## config.mk

```make
export PLATFORM = sky130hd
export DESIGN_NAME = hilo_muldiv
export DESIGN_NICKNAME = d
export VERILOG_FILES = /design/src/rtl/hilo_muldiv.sv
export SDC_FILE = /design/constraint.sdc
export NUM_CORES = 1
export LEC_CHECK = 0
export ABC_CLOCK_PERIOD_IN_PS = 9150
export BUFFER_PORTS_ARGS = -buffer_cell sky130_fd_sc_hd__buf_2
export CAP_MARGIN = 20
export CORE_AREA = 5 5 173 175
export CTS_CLUSTER_SIZE = 20
export DETAILED_ROUTE_END_ITERATION = 16
export DIE_AREA = 0 0 178 180
export PLACE_DENSITY = 0.83
export RECOVER_POWER = 25
export SYNTH_ARGS = -nofsm -noshare
export SYNTH_HDL_FRONTEND = slang
export SYNTH_SLANG_ARGS = --single-unit
```

## constraint.sdc

```tcl
create_clock -name clk -period 9.15 [get_ports clk]
set_clock_uncertainty 0.15 [all_clocks]
set_input_delay 0.4575 -clock clk [delete_from_list [all_inputs] [get_ports clk]]
set_output_delay 0.4575 -clock clk [all_outputs]
set_load 0.05 [all_outputs]
```

## src/rtl/hilo_muldiv.sv

```systemverilog
// hilo_muldiv: radix-2 MIPS MULT/MULTU/DIV/DIVU engine that drives the HI/LO write port.
// Build option MULDIV_FAST_MULT_EN: multiplies use a combinational multiplier and finish in one cycle.
module hilo_muldiv #(
  parameter int WIDTH = 32,
  parameter int CNT_W = 6
) (
  input  logic             clk,
  input  logic             rst,
  input  logic             start,
  input  logic [1:0]       op,
  input  logic [WIDTH-1:0] src_a,
  input  logic [WIDTH-1:0] src_b,
  input  logic             flush,
  output logic             busy,
  output logic             hilo_we,
  output logic [WIDTH-1:0] hi_o,
  output logic [WIDTH-1:0] lo_o
);
  typedef enum logic [1:0] {IDLE, RUN, DONE} state_e;

  state_e             state_q, state_d;
  logic [CNT_W-1:0]   cnt_q, cnt_d;
  logic [1:0]         op_q, op_d;
  logic               sign_a_q, sign_a_d, sign_b_q, sign_b_d;
  logic [WIDTH-1:0]   a_q, a_d, b_q, b_d;
  // Multiply: full product accumulator. Divide: low half holds dividend shifting out / quotient in.
  logic [2*WIDTH-1:0] acc_q, acc_d;
  logic [WIDTH-1:0]   rem_q, rem_d;
  logic [WIDTH-1:0]   hi_q, hi_d, lo_q, lo_d;

  logic               in_signed, res_signed, res_neg;
  logic [WIDTH-1:0]   a_abs, b_abs;
  logic [WIDTH:0]     mul_sum, div_shift;
  logic [WIDTH-1:0]   div_diff;
  logic               div_ge;
  logic [2*WIDTH-1:0] prod_fix;
  logic [WIDTH-1:0]   res_hi, res_lo;

  always_comb begin
    in_signed = ~op[0];
    a_abs     = (in_signed && src_a[WIDTH-1]) ? -src_a : src_a;
    b_abs     = (in_signed && src_b[WIDTH-1]) ? -src_b : src_b;
  end

  // Datapath for one iteration; the shifted remainder keeps its carry so the compare is exact.
  always_comb begin
    mul_sum   = {1'b0, acc_q[2*WIDTH-1:WIDTH]} + (acc_q[0] ? {1'b0, a_q} : '0);
    div_shift = {rem_q, acc_q[WIDTH-1]};
    div_ge    = div_shift >= {1'b0, b_q};
    div_diff  = div_shift[WIDTH-1:0] - b_q;
  end

  always_comb begin
    res_signed = ~op_q[0];
    res_neg    = res_signed & (sign_a_q ^ sign_b_q);
    prod_fix   = res_neg ? -acc_q : acc_q;
    if (op_q[1]) begin
      res_lo = (b_q == '0) ? '1 : (res_neg ? -acc_q[WIDTH-1:0] : acc_q[WIDTH-1:0]);
      res_hi = (res_signed && sign_a_q) ? -rem_q : rem_q;
    end else begin
      res_hi = prod_fix[2*WIDTH-1:WIDTH];
      res_lo = prod_fix[WIDTH-1:0];
    end
  end

  always_comb begin
    state_d  = state_q;
    cnt_d    = cnt_q;
    op_d     = op_q;
    sign_a_d = sign_a_q;
    sign_b_d = sign_b_q;
    a_d      = a_q;
    b_d      = b_q;
    acc_d    = acc_q;
    rem_d    = rem_q;
    hi_d     = hi_q;
    lo_d     = lo_q;
    case (state_q)
      IDLE: begin
        if (start && !flush) begin
          state_d  = RUN;
          cnt_d    = '0;
          op_d     = op;
          sign_a_d = in_signed & src_a[WIDTH-1];
          sign_b_d = in_signed & src_b[WIDTH-1];
          a_d      = a_abs;
          b_d      = b_abs;
          rem_d    = '0;
          acc_d    = op[1] ? {{WIDTH{1'b0}}, a_abs} : {{WIDTH{1'b0}}, b_abs};
`ifdef MULDIV_FAST_MULT_EN
          if (!op[1]) begin
            acc_d   = {{WIDTH{1'b0}}, a_abs} * {{WIDTH{1'b0}}, b_abs};
            state_d = DONE;
          end
`endif
        end
      end
      RUN: begin
        cnt_d = cnt_q + 1'b1;
        if (op_q[1]) begin
          rem_d             = div_ge ? div_diff : div_shift[WIDTH-1:0];
          acc_d[WIDTH-1:0]  = {acc_q[WIDTH-2:0], div_ge};
        end else begin
          acc_d = {mul_sum, acc_q[WIDTH-1:1]};
        end
        if (cnt_q == CNT_W'(WIDTH-1)) state_d = DONE;
      end
      DONE: begin
        state_d = IDLE;
        if (!flush) begin
          hi_d = res_hi;
          lo_d = res_lo;
        end
      end
      default: state_d = IDLE;
    endcase
    if (flush) state_d = IDLE;
  end

  always_ff @(posedge clk or posedge rst) begin
    if (rst) begin
      state_q  <= IDLE;
      cnt_q    <= '0;
      op_q     <= '0;
      sign_a_q <= 1'b0;
      sign_b_q <= 1'b0;
      a_q      <= '0;
      b_q      <= '0;
      acc_q    <= '0;
      rem_q    <= '0;
      hi_q     <= '0;
      lo_q     <= '0;
    end else begin
      state_q  <= state_d;
      cnt_q    <= cnt_d;
      op_q     <= op_d;
      sign_a_q <= sign_a_d;
      sign_b_q <= sign_b_d;
      a_q      <= a_d;
      b_q      <= b_d;
      acc_q    <= acc_d;
      rem_q    <= rem_d;
      hi_q     <= hi_d;
      lo_q     <= lo_d;
    end
  end

  // The result is shown live in DONE; afterwards the captured copy holds until the next write.
  always_comb begin
    busy    = (state_q != IDLE);
    hilo_we = (state_q == DONE) && !flush;
    hi_o    = hilo_we ? res_hi : hi_q;
    lo_o    = hilo_we ? res_lo : lo_q;
  end
endmodule
```

* After elaboration in Yosys (flattened, before gate mapping)
Index checks and enable logic that the tools add are counted.
** Operators by class
- Multiplexer cells :: 26
- Eq/ne operators :: 8
- Add/sub/neg operators :: 8
- Reduce and logical (&&, ||, !) cells :: 16
- Order comparisons :: 1
- Bitwise gates (word level) :: 7
** Operator list (count)
- 32-bit 2-to-1 mux :: 16
- 64-bit 2-to-1 mux :: 2
- 32-bit negator :: 4
- 64-bit case mux with 2 select lines :: 1
- 64-bit negator :: 1
- 32-bit case mux with 2 select lines :: 1
- 32-bit by 32-bit adder with 33-bit output :: 1
- 33-bit by 32-bit >= comparator with 1-bit output :: 1
- 32-bit logical NOT :: 1
- 32-bit subtractor :: 1
- 6-bit case mux with 2 select lines :: 1
- 2-bit AND reduction :: 4
- 6-bit by 1-bit adder with 6-bit output (second input constant) :: 1
- 6-bit by 5-bit equality test with 1-bit output (second input constant) :: 1
- 2-bit 2-to-1 mux :: 3
- 6-bit 2-to-1 mux :: 1
- 2-bit inequality test (second input constant) :: 3
- 3-bit inequality test (second input constant) :: 2
- 3-bit AND reduction :: 2
- 1-bit logical AND :: 5
- 2-bit case mux with 2 select lines :: 1
- 2-bit nonzero test :: 2
- 1-bit bitwise AND :: 3
- 1-bit inverter :: 3
- other kinds (5) :: 5
** Word-level totals
- Logic and storage cells :: 78
- Input port bits :: 70
- Bits in registers :: 236

* Logic depth before layout (Yosys ltp)
Gate-level depths: netlist of run 1.
- Depth in word-level cells :: 6
- Depth in mapped cells :: 16
- Mapped depth without buffers :: 14

* Worst setup path before layout of run 1
No wires, ideal clock.
- Kind :: register -> output
- Start :: register acc_q[17]
- End :: output hi_o[19]
- Arrival time :: 4.349 ns
- Cell stages (with the launch flop) :: 11
- Path buffers :: 1
- Setup slack :: 4.194 ns
- Cells stage by stage :: dfrtp_1 > or4_4 > or4b_4 > or4b_4 > or2_1 > buf_6 > or3_4 > o31ai_1 > xnor2_1 > o21ai_1 > o21ai_0
** Between the ends
- Word-level cells in the longest chain between the ends :: 4
** Ends and longest elaborated chain
- start, declared :: line 27 : logic [2*WIDTH-1:0] acc_q, acc_d;
- start signal, assigned :: line 129 : acc_q <= '0;
- start signal, assigned :: line 141 : acc_q <= acc_d;
- 64-bit negator :: line 56 : prod_fix = res_neg ? -acc_q : acc_q;
- 64-bit 2-to-1 mux :: line 56
- 32-bit 2-to-1 mux :: line 57 : if (op_q[1]) begin
- 32-bit 2-to-1 mux :: line 152 : hi_o = hilo_we ? res_hi : hi_q;
- end, declared :: line 16 : output logic [WIDTH-1:0] hi_o,
No other way between the ends.

* Worst setup path after layout of run 1
- Start :: register acc_q[0]
- End :: output hi_o[28]
The elaborated chain is that of the path after synthesis.

==> flow_metrics.env, run 1 <==
export IMPL_synth_top_cells_by_area="dfrtp_1 36%, o21ai_0 7.1%, a21oi_1 5.9%"
export IMPL_violations="max-capacitance violations, max-slew violations"
export IMPL_whs_ns=0.108
export IMPL_dr_pass1_iters=5
export IMPL_synth_nets=2171
export IMPL_pre_cts_ws_ns=4.43
export IMPL_clkPwrFrac_pct=20.3
export IMPL_drt_vias_per_instance=6.33
export IMPL_antenna_found_initial=0
export IMPL_grt_usage_pct=31.6
export IMPL_path_clk_slew_ns=0.06
export IMPL_die_h_um=180
export IMPL_status="complete, but fails checks"
export IMPL_synth_edf_count=0
export IMPL_relSlewSlack_pct=-154
export IMPL_finalNetCount=2242
export IMPL_cts_resized_gates=0
export IMPL_clock_latency_ns=0.56
export IMPL_r2r_cells=12
export IMPL_synth_area_um2=16600
export IMPL_max_vdd_ir_drop_v=0.000185
export IMPL_cp_depth=13
export IMPL_leakage_nw=8.39
export IMPL_postLayoutCoreUtil_pct=65.0
export IMPL_cp_end_kind="primary output"
export IMPL_crit_required_ns=8.54
export IMPL_synth_largest_area_cell="dfrtp_1"
export IMPL_yosys_warnings=0
export IMPL_reg2reg_from="rem_q[0]"
export IMPL_critPathMaxStageDelay_ns=0.75
export IMPL_ant_nets=0
export IMPL_syn_avg_cell_area_um2=8.18
export IMPL_hp_start="src_b[5]"
export IMPL_drc=0
export IMPL_root_buffer="clkbuf_16"
export IMPL_grt_pass1_wl_um=82000
export IMPL_syn2layout_area_growth_pct=10.8
export IMPL_cp_cell_sequence="inv_1 > ha_1 > nand2b_1 > or3b_1 > or2_2 > or3_1 > nor3_2 > nand2_1 > o21ai_0 > xnor2_1 > o21ai_0 > o21ai_0 > buf_2"
export IMPL_rows=62
export IMPL_routabilityCongestion=1.01
export IMPL_cpMostUsedCell="o21ai_0"
export IMPL_first_iter_violations=1768
export IMPL_final_hold_violation_count=0
export IMPL_die_width_um=178
export IMPL_max_freq_mhz=185
export IMPL_ff2ff_setup_slack_ns=4.48
export IMPL_synth_top_area_share_pct=35.6
export IMPL_critPathSlowestCell="dfrtp_1"
export IMPL_r2r_end="acc_q[0]"
export IMPL_pwr_share_comb_pct=47.5
export IMPL_maxSlewViolCount=208
export IMPL_whs_path_depth=4
export IMPL_place_area_um2=17500
export IMPL_synth_ff_type="dfrtp_1"
export IMPL_synth_cell_type_count=78
export IMPL_cp_top_family="simple AND/OR/NAND/NOR gates"
export IMPL_io_pins=136
export IMPL_fin_ws_ns=3.75
export IMPL_drive_gt1_share_pct=10.5
export IMPL_period_share_pct=59.1
export IMPL_highest_layer="met4"
export IMPL_min_path_type="primary input to register"
export IMPL_initial_core_util_pct=58.6
export IMPL_async_flop_share_pct=100
export IMPL_hold_end="b_q[5]"
export IMPL_vias=15839
export IMPL_htreeDepth=1
export IMPL_totalWireLength_um=52300
export IMPL_cp_start_kind="register"
export IMPL_min_period_ns=5.40
export IMPL_diodes=0
export IMPL_postCtsHoldBufs=2
export IMPL_worst_slew_pin_slew_ns=3.79
export IMPL_ys_seq_area_share_pct=35.6
export IMPL_drv_cap=3
export IMPL_critPathKind="register to primary output"
export IMPL_met1_length_um=21800
export IMPL_n_fill_cell=2357
export IMPL_cts_setup_buffers=0
export IMPL_clkSinkCount=236
export IMPL_wl_met3_um=4000
export IMPL_numCtsBuffers=27
export IMPL_finalSetupViolCount=0
export IMPL_syn_inst=2030
export IMPL_p_sw_share_pct=45.3
export IMPL_seq_power_share_pct=32.2
export IMPL_p_sw_mw=2.41
export IMPL_wl_per_cell_um=20.9
export IMPL_p_per_area_nw_per_um2=289
export IMPL_setup_tns_ns=0
export IMPL_rsz0062_at_grt="false"
export IMPL_cp_max_fo=36
export IMPL_clk_path_buf_depth=3
export IMPL_grt_pass1_vias=14907
export IMPL_cp_arrival_ns=4.80
export IMPL_cts_tree="yes"
export IMPL_dp_hpwl_um=38900
export IMPL_gr_total_overflow=0
export IMPL_ys_seq_elements=236
export IMPL_worst_path_buf_inv=2
export IMPL_design_core_area_um2=28300
export IMPL_die_area_um2=32000
export IMPL_postLayoutCellArea_um2=18400
export IMPL_grt_max_degree=99
export IMPL_port_buffers=135
export IMPL_critPathLaunch="acc_q[0]"
export IMPL_dr_wl_met2_um=23600
export IMPL_p_int_mw=2.91
==> layout by cell type (no fill, tap or decap), types with 37 or more instances in the layout <==
master / n
xnor2_1: 99
buf_2: 134
inv_1: 70
nor2_1: 178
a211oi_1: 42
o21ai_0: 234
ha_1: 69
xor2_1: 104
dfrtp_1: 235
and2_1: 37
a21oi_1: 195
nand2_1: 248
mux2i_1: 40
==> flip-flops by register name (all words and copies together) (netlist names), 2 cells and up <==
signal	count
rem_q	32
hi_q	32
cnt_q	6
acc_q	64
lo_q	32
op_q	2
state_q	2
a_q	32
b_q	32
==> synthesized netlist by cell type, drive strengths merged, types with 7 or more instances <==
| master | count |
|---|---|
| o21ai | 236 |
| buf | 10 |
| inv | 71 |
| a31oi | 21 |
| o21a | 12 |
| clkbuf | 104 |
| a21o | 24 |
| a211oi | 42 |
| nor4 | 23 |
| xnor2 | 99 |
| nor2 | 178 |
| nand2b | 21 |
| o31ai | 28 |
| nand2 | 249 |
| o21bai | 7 |
| mux2i | 40 |
| ha | 69 |
| xor2 | 104 |
| o221ai | 11 |
| and2 | 37 |
| nor2b | 10 |
| dfrtp | 236 |
| nand3b | 9 |
| nand3 | 15 |
| or3 | 21 |
| or4 | 15 |
| nand4 | 11 |
| o41ai | 15 |
| nor3 | 32 |
| o211ai | 7 |
| a21oi | 195 |
==> layer usage <==
| metal | GRT usage (%) | vias to the layer above |
|---|---|---|
| li1 | - | 7348 |
| met1 | 44.2 | 7559 |
| met2 | 49.2 | 782 |
| met3 | 4.29 | 150 |
| met4 | 13.9 | 0 |
| met5 | 0 | - |
==> worst max-delay path by stage <==
stage | endpoint | slack, ns
3_3_place_gp | hi_o[22] | 4.52
3_5_place_dp | hi_o[28] | 4.43
5_1_grt | hi_o[22] | 3.48
6_report | hi_o[28] | 3.75
4_1_cts | hi_o[28] | 3.83
2_1_floorplan | a_q[0] | 2.07
==> through the flow <==
| step | instances | total power, mW |
|---|---|---|
| after detailed placement | 2452 | 4.16 |
| after global placement | 2452 | 4.10 |
| final | 2503 | 5.32 |
| after global routing | 2503 | 5.65 |
| after floorplan | 2030 | 3.50 |
| after CTS | 2501 | 5.26 |
==> final cells by class <==
cell class | count | area (µm²) | area share [%]
multi-input cells | 1608 | 10000 | 54.4
flip-flops and latches | 236 | 5910 | 32.1
repair buffers | 156 | 858 | 4.67
clock buffers | 36 | 779 | 4.24
well taps | 384 | 480 | 2.61
inverters | 72 | 272 | 1.48
clock inverters | 11 | 101 | 0.551
==> cells by family after synthesis <==
logic type	Yosys count	share of synthesized area, %
muxes	41	2.48
buffers and inverters	186	4.30
DFF	236	35.6
and+or+nand+nor	641	18.0
adders and majority gates	71	5.44
xor gates and xnor gates	203	10.7
AOI/OAI and AO/OA	652	23.5
==> tightest hold or removal path: stages <==
cell and delay [ns]:
buf_2 0.10, xor2_1 0.08, nand2_1 0.06, o21ai_0 0.07
==> power groups by stage <==
stage / registers (mW) / clock network [mW] / logic, mW
final: 1.71 / 1.08 / 2.53
after global routing: 1.74 / 1.13 / 2.78
after detailed placement: 1.71 / 0 / 2.45
after global placement: 1.69 / 0 / 2.41
after CTS: 1.70 / 1.08 / 2.48
after floorplan: 1.53 / 0 / 1.97
No activity file was read; power rests on OpenSTA's default activity.
==> run 2, diff against run 1 <==
Settings changed: ABC_CLOCK_PERIOD_IN_PS 9150 to 4600, CORE_AREA 5 5 173 175 to 5 5 179 181, DIE_AREA 0 0 178 180 to 0 0 184 186, PLACE_DENSITY 0.83 to 0.81.
Clock period 9.15 ns to 4.6 ns, I/O delays scaled along.
==> run 2 against run 1 <==
  * The flow finishes with violations (max-capacitance violations, max-slew violations, negative setup slack)
  * Clock power is 110% higher
  * Wire length fell by 0.82%
  * Via count is 0.43% higher
  * Register-to-register slack worse by 4.0 ns
  * Global-route usage decreased by 2.2 points
  * Die area increased by 6.8%
  * Sequential cell count did not move
  * Power rose by 100%
==> flow_metrics.env, run 2 (same netlist as run 1, synthesis figures left out) <==
export IMPL_status="complete, but fails checks"
export IMPL_violations="max-capacitance violations, max-slew violations, negative setup slack"
export IMPL_critPathMaxStageDelay_ns=0.57
export IMPL_drive_gt1_share_pct=11.6
export IMPL_max_vdd_ir_drop_v=0.000399
export IMPL_period_share_pct=100
export IMPL_htreeDepth=1
export IMPL_min_period_ns=4.61
export IMPL_dp_cells=2476
export IMPL_grt_max_degree=163
export IMPL_antenna_found_initial=1
export IMPL_cts_tree="yes"
export IMPL_drv_cap=1
export IMPL_postLayoutCoreUtil_pct=63.1
export IMPL_port_buffers=135
export IMPL_largest_register_ffs=64
export IMPL_cp_top_family="simple AND/OR/NAND/NOR gates"
export IMPL_vias=15907
export IMPL_diodes=0
export IMPL_wl_per_cell_um=20.1
export IMPL_whs_ns=0.00939
export IMPL_worst_path_buf_inv=1
export IMPL_die_area_um2=34200
export IMPL_met1_length_um=21800
export IMPL_cp_start_kind="register"
export IMPL_fin_ws_ns=-0.00745
export IMPL_regMostFlops="acc_q"
export IMPL_design_core_area_um2=30300
export IMPL_initial_core_util_pct=54.8
export IMPL_grt_pass1_vias=14995
export IMPL_mostFrequentLayoutCell="nand2_1"
export IMPL_setup_tns_ns=-0.00745
export IMPL_path_clk_slew_ns=0.07
export IMPL_clk_path_buf_depth=3
export IMPL_n_fill_cell=2556
export IMPL_first_iter_violations=1828
export IMPL_critPathKind="register to primary output"
export IMPL_cp_cell_sequence="or4_4 > or4b_4 > or4b_4 > or2_4 > or3_4 > nor4_4 > nand2_1 > a31oi_1 > a21oi_1 > o21ai_2 > buf_6"
export IMPL_finalNetCount=2299
export IMPL_min_path_type="primary input to register"
export IMPL_leakage_nw=8.66
export IMPL_drt_vias_per_instance=6.18
export IMPL_dp_hpwl_um=38200
export IMPL_drc=0
export IMPL_relSlewSlack_pct=-48.1
export IMPL_final_hold_violation_count=0
export IMPL_cp_max_fo=5
export IMPL_power_mw=10.7
export IMPL_place_area_um2=17600
export IMPL_crit_required_ns=4.22
export IMPL_postLayoutCellArea_um2=19100
export IMPL_totalWireLength_um=51800
export IMPL_critPathLaunch="acc_q[17]"
export IMPL_ant_nets=0
export IMPL_die_h_um=186
export IMPL_io_pins=136
export IMPL_cp_arrival_ns=4.23
export IMPL_wl_met3_um=3780
export IMPL_finalSetupViolCount=1
export IMPL_fin_cells=2574
export IMPL_maxSlewViolCount=163
export IMPL_grt_pass1_wl_um=81400
export IMPL_grt_usage_pct=29.5
export IMPL_clkSinkCount=236
export IMPL_rsz0062_at_grt="true"
export IMPL_clock_latency_ns=0.55
export IMPL_pre_cts_ws_ns=0.291
export IMPL_routabilityCongestion=0.961
export IMPL_gr_total_overflow=0
export IMPL_final_cell_mix="248 x nand2_1, 233 x dfrtp_1, 227 x o21ai_0"
export IMPL_numCtsBuffers=26
export IMPL_critPathSlowestCell="or4b_4"
export IMPL_syn2layout_area_growth_pct=15.0
export IMPL_dr_wl_met2_um=23400
export IMPL_cp_end_kind="primary output"
export IMPL_rows=64
export IMPL_cpMostUsedCell="or4b_4"
export IMPL_max_freq_mhz=217
export IMPL_die_width_um=184
export IMPL_highest_layer="met5"
export IMPL_reg2reg_from="acc_q[0]"
export IMPL_root_buffer="clkbuf_16"
export IMPL_worst_slew_pin_slew_ns=2.22
export IMPL_hp_start="src_a[20]"
export IMPL_p_per_area_nw_per_um2=562
export IMPL_dr_pass1_iters=5
-- run 2: layout make-up --
type	count	area (µm²)	share of cell area (%)
clock buffer	35	744	3.90
clock inverter	13	165	0.865
inverter	72	274	1.44
multi-input combinational	1608	10100	52.7
sequential	236	5910	30.9
tap	396	495	2.59
timing repair buffer	214	1440	7.56
-- run 2: tightest hold or removal path: stages --
cell	delay [ns]
buf_2	0.10
xor2_1	0.17
o21ai_0	0.16
-- run 2: layer usage --
| metal | vias up | track usage [%] |
|---|---|---|
| met2 | 700 | 47.1 |
| met3 | 150 | 3.67 |
| met4 | 2 | 13.7 |
| met5 | - | 0 |
| met1 | 7591 | 40.2 |
| li1 | 7464 | - |
-- run 2: power breakdown --
group	total [mW]	switching, mW	internal (mW)
Combinational	5.16	3.09	2.06
Sequential	3.35	0.780	2.57
Clock	2.22	0.908	1.31
Total	10.7	4.78	5.95
-- run 2: repair_timing --
| item | CTS | global route |
|---|---|---|
| hold endpoints to repair | 281 | 0 |
| buffers inserted | 5 | 0 |
| resized for setup | 13 | 30 |
| gates cloned | 0 | 0 |
| pin swaps | 5 | 1 |
| hold buffers | 45 | 0 |
| endpoints found under the setup margin | 12 | 22 |
-- run 2: worst paths after layout --
check	to	slack [ns]	depth (start not counted)
setup / recovery	hi_o[25]	-0.007	11
min in group asynchronous	acc_q[55]	0.40	4
hold reg to reg	hi_q[10]	0.32	2
setup reg to reg	acc_q[61]	0.51	15
max in group asynchronous	acc_q[15]	1.85	4
hold / removal	a_q[20]	0.009	3
==> run 3, diff against run 2 <==
Settings changed: CORE_AREA 5 5 179 181 to 5 5 177 179, CTS_BUF_LIST from default to sky130_fd_sc_hd__clkbuf_8, DIE_AREA 0 0 184 186 to 0 0 182 184, PLACE_DENSITY 0.81 to 0.83, SETUP_SLACK_MARGIN from default to 0.2.
==> run 3 against run 2 <==
  * The run ends with max-capacitance violations, max-slew violations left
  * Via count rose by 3.0%
  * Combinational power grew 2%
  * Sequential share of layout area decreased by 0.35 points
  * Critical endpoint is now hi_o[19]
==> flow_metrics.env, run 3 (same netlist as run 1, synthesis figures left out) <==
export IMPL_largest_register_ffs=64
export IMPL_drt_vias_per_instance=6.28
export IMPL_die_area_um2=33500
export IMPL_die_h_um=184
export IMPL_totalWireLength_um=53700
export IMPL_drv_cap=2
export IMPL_clock_latency_ns=0.55
export IMPL_final_cell_mix="247 x nand2_1, 231 x dfrtp_1, 219 x o21ai_0"
export IMPL_die_width_um=182
export IMPL_leakage_nw=8.82
export IMPL_dp_cells=2470
export IMPL_port_buffers=135
export IMPL_final_hold_violation_count=0
export IMPL_cp_top_family="simple AND/OR/NAND/NOR gates"
export IMPL_crit_required_ns=4.22
export IMPL_grt_pass1_wl_um=84400
export IMPL_clk_path_buf_depth=3
export IMPL_cp_start_kind="register"
export IMPL_design_core_area_um2=29400
export IMPL_grt_max_degree=90
export IMPL_p_per_area_nw_per_um2=559
export IMPL_worst_slew_pin_slew_ns=2.19
export IMPL_grt_pass1_vias=15629
export IMPL_postLayoutCoreUtil_pct=65.7
export IMPL_wl_per_cell_um=20.6
export IMPL_cts_tree="yes"
export IMPL_initial_core_util_pct=56.5
export IMPL_relSlewSlack_pct=-45.9
export IMPL_finalNetCount=2330
export IMPL_cp_max_fo=5
export IMPL_worst_path_buf_inv=1
export IMPL_mostFrequentLayoutCell="nand2_1"
export IMPL_rsz0062_at_grt="true"
export IMPL_clkSinkCount=236
export IMPL_gr_total_overflow=0
export IMPL_maxSlewViolCount=166
export IMPL_ant_nets=0
export IMPL_path_clk_slew_ns=0.06
export IMPL_critPathSlowestCell="or4b_4"
export IMPL_violations="max-capacitance violations, max-slew violations"
export IMPL_first_iter_violations=1913
export IMPL_htreeDepth=2
export IMPL_dp_hpwl_um=38700
export IMPL_critPathMaxStageDelay_ns=0.55
export IMPL_grt_usage_pct=31.0
export IMPL_syn2layout_area_growth_pct=16.4
export IMPL_max_vdd_ir_drop_v=0.000335
export IMPL_antenna_found_initial=2
export IMPL_regMostFlops="acc_q"
export IMPL_cp_arrival_ns=4.11
export IMPL_critPathKind="register to primary output"
export IMPL_drc=0
export IMPL_finalSetupViolCount=0
export IMPL_cp_end_kind="primary output"
export IMPL_multi_input_area_um2=10100
export IMPL_max_freq_mhz=223
export IMPL_vias=16379
export IMPL_setup_tns_ns=0
export IMPL_min_path_type="primary input to register"
export IMPL_ff_latch_area_um2=5910
export IMPL_cpMostUsedCell="or4b_4"
export IMPL_cp_cell_sequence="or4_4 > or4b_4 > or4b_4 > or2_4 > or3_4 > o31ai_2 > xnor2_1 > o21ai_1 > o21ai_2 > buf_6"
export IMPL_min_period_ns=4.49
export IMPL_rows=63
export IMPL_io_pins=136
export IMPL_dr_pass1_iters=6
export IMPL_root_buffer="clkbuf_8"
export IMPL_status="complete, but fails checks"
export IMPL_routabilityCongestion=0.948
export IMPL_fin_cells=2610
export IMPL_drive_gt1_share_pct=13.4
export IMPL_n_fill_cell=2394
export IMPL_numCtsBuffers=42
export IMPL_period_share_pct=97.6
==> run 3: changes by cell type in the layout (fill, tap and decap cells not counted), sizes merged <==
cell / previous run / this run
diode: 0 / 1
clkinv: 9 / 5
clkinvlp: 2 / 1
buf: 164 / 176
clkbuf: 40 / 61
dlygate4sd3: 45 / 49
inv: 71 / 80
==> run 3: timing repair <==
action                                 in CTS  in global routing
pin swaps                                   9                 13
hold buffers                               48                  1
gates resized for setup                    30                 38
setup endpoints to repair                  26                 31
endpoints found under the hold margin      65                  1
buffers inserted                            7                  9
==> run 3: layout make-up <==
cell class / count / share of cell area (%)
diodes: 1 / 0.0130
clock buffers: 57 / 4.06
clock inverters: 17 / 0.790
inverters: 72 / 1.41
multi-input cells: 1608 / 52.4
flip-flops and latches: 236 / 30.6
well taps: 390 / 2.53
repair buffers: 229 / 8.21
==> run 3: power breakdown <==
group / switching, mW / internal, mW
Combinational: 3.15 / 2.09
Sequential: 0.815 / 2.57
Clock: 0.907 / 1.27
==> run 3: stage by stage <==
step / worst slack [ns] / power [mW] / area [µm²] / hold WS [ns]
2_1_floorplan: 0.210 / 6.97 / 16600 / 0.152
3_3_place_gp: 0.382 / 8.20 / 17600 / 0.142
3_5_place_dp: 0.298 / 8.35 / 17600 / 0.137
4_1_cts: 0.0976 / 10.6 / 19200 / 0.00230
5_1_grt: 0.00653 / 11.5 / 19300 / 0.0285
6_report: 0.112 / 10.8 / 19300 / 0.0272
==> run 3: worst paths after layout <==
check                               start   endpoint  slack, ns  cells past startpoint
worst max-delay path            acc_q[16]   hi_o[19]       0.11                     10
worst min-delay path            src_b[11]    b_q[11]       0.03                      5
worst max register to register   acc_q[0]  acc_q[62]       0.48                     13
worst min register to register    a_q[25]    a_q[25]       0.32                      2
max in group asynchronous             rst  acc_q[14]       1.36                      4
min in group asynchronous             rst  acc_q[48]       0.20                      3
==> run 3: worst reg2reg max path, cell delays in order (launching register included) <==
cell and delay, ns:
dfrtp_1 0.41, buf_4 0.24, and2_1 0.19, ha_1 0.34, o21ai_0 0.12, o21ai_0 0.38, a31oi_1 0.24, or4b_2 0.74
a21oi_1 0.30, o211a_1 0.28, nor4_1 0.08, o31ai_1 0.30, xnor2_1 0.15, o21ai_0 0.08
==> run 3: per-layer routing <==
layer | global-route usage, % | wire length [µm]
met1 | 41.5 | 21900
met2 | 49.3 | 24300
met3 | 4.57 | 4120
met4 | 16.0 | 3340
met5 | 0 | 0
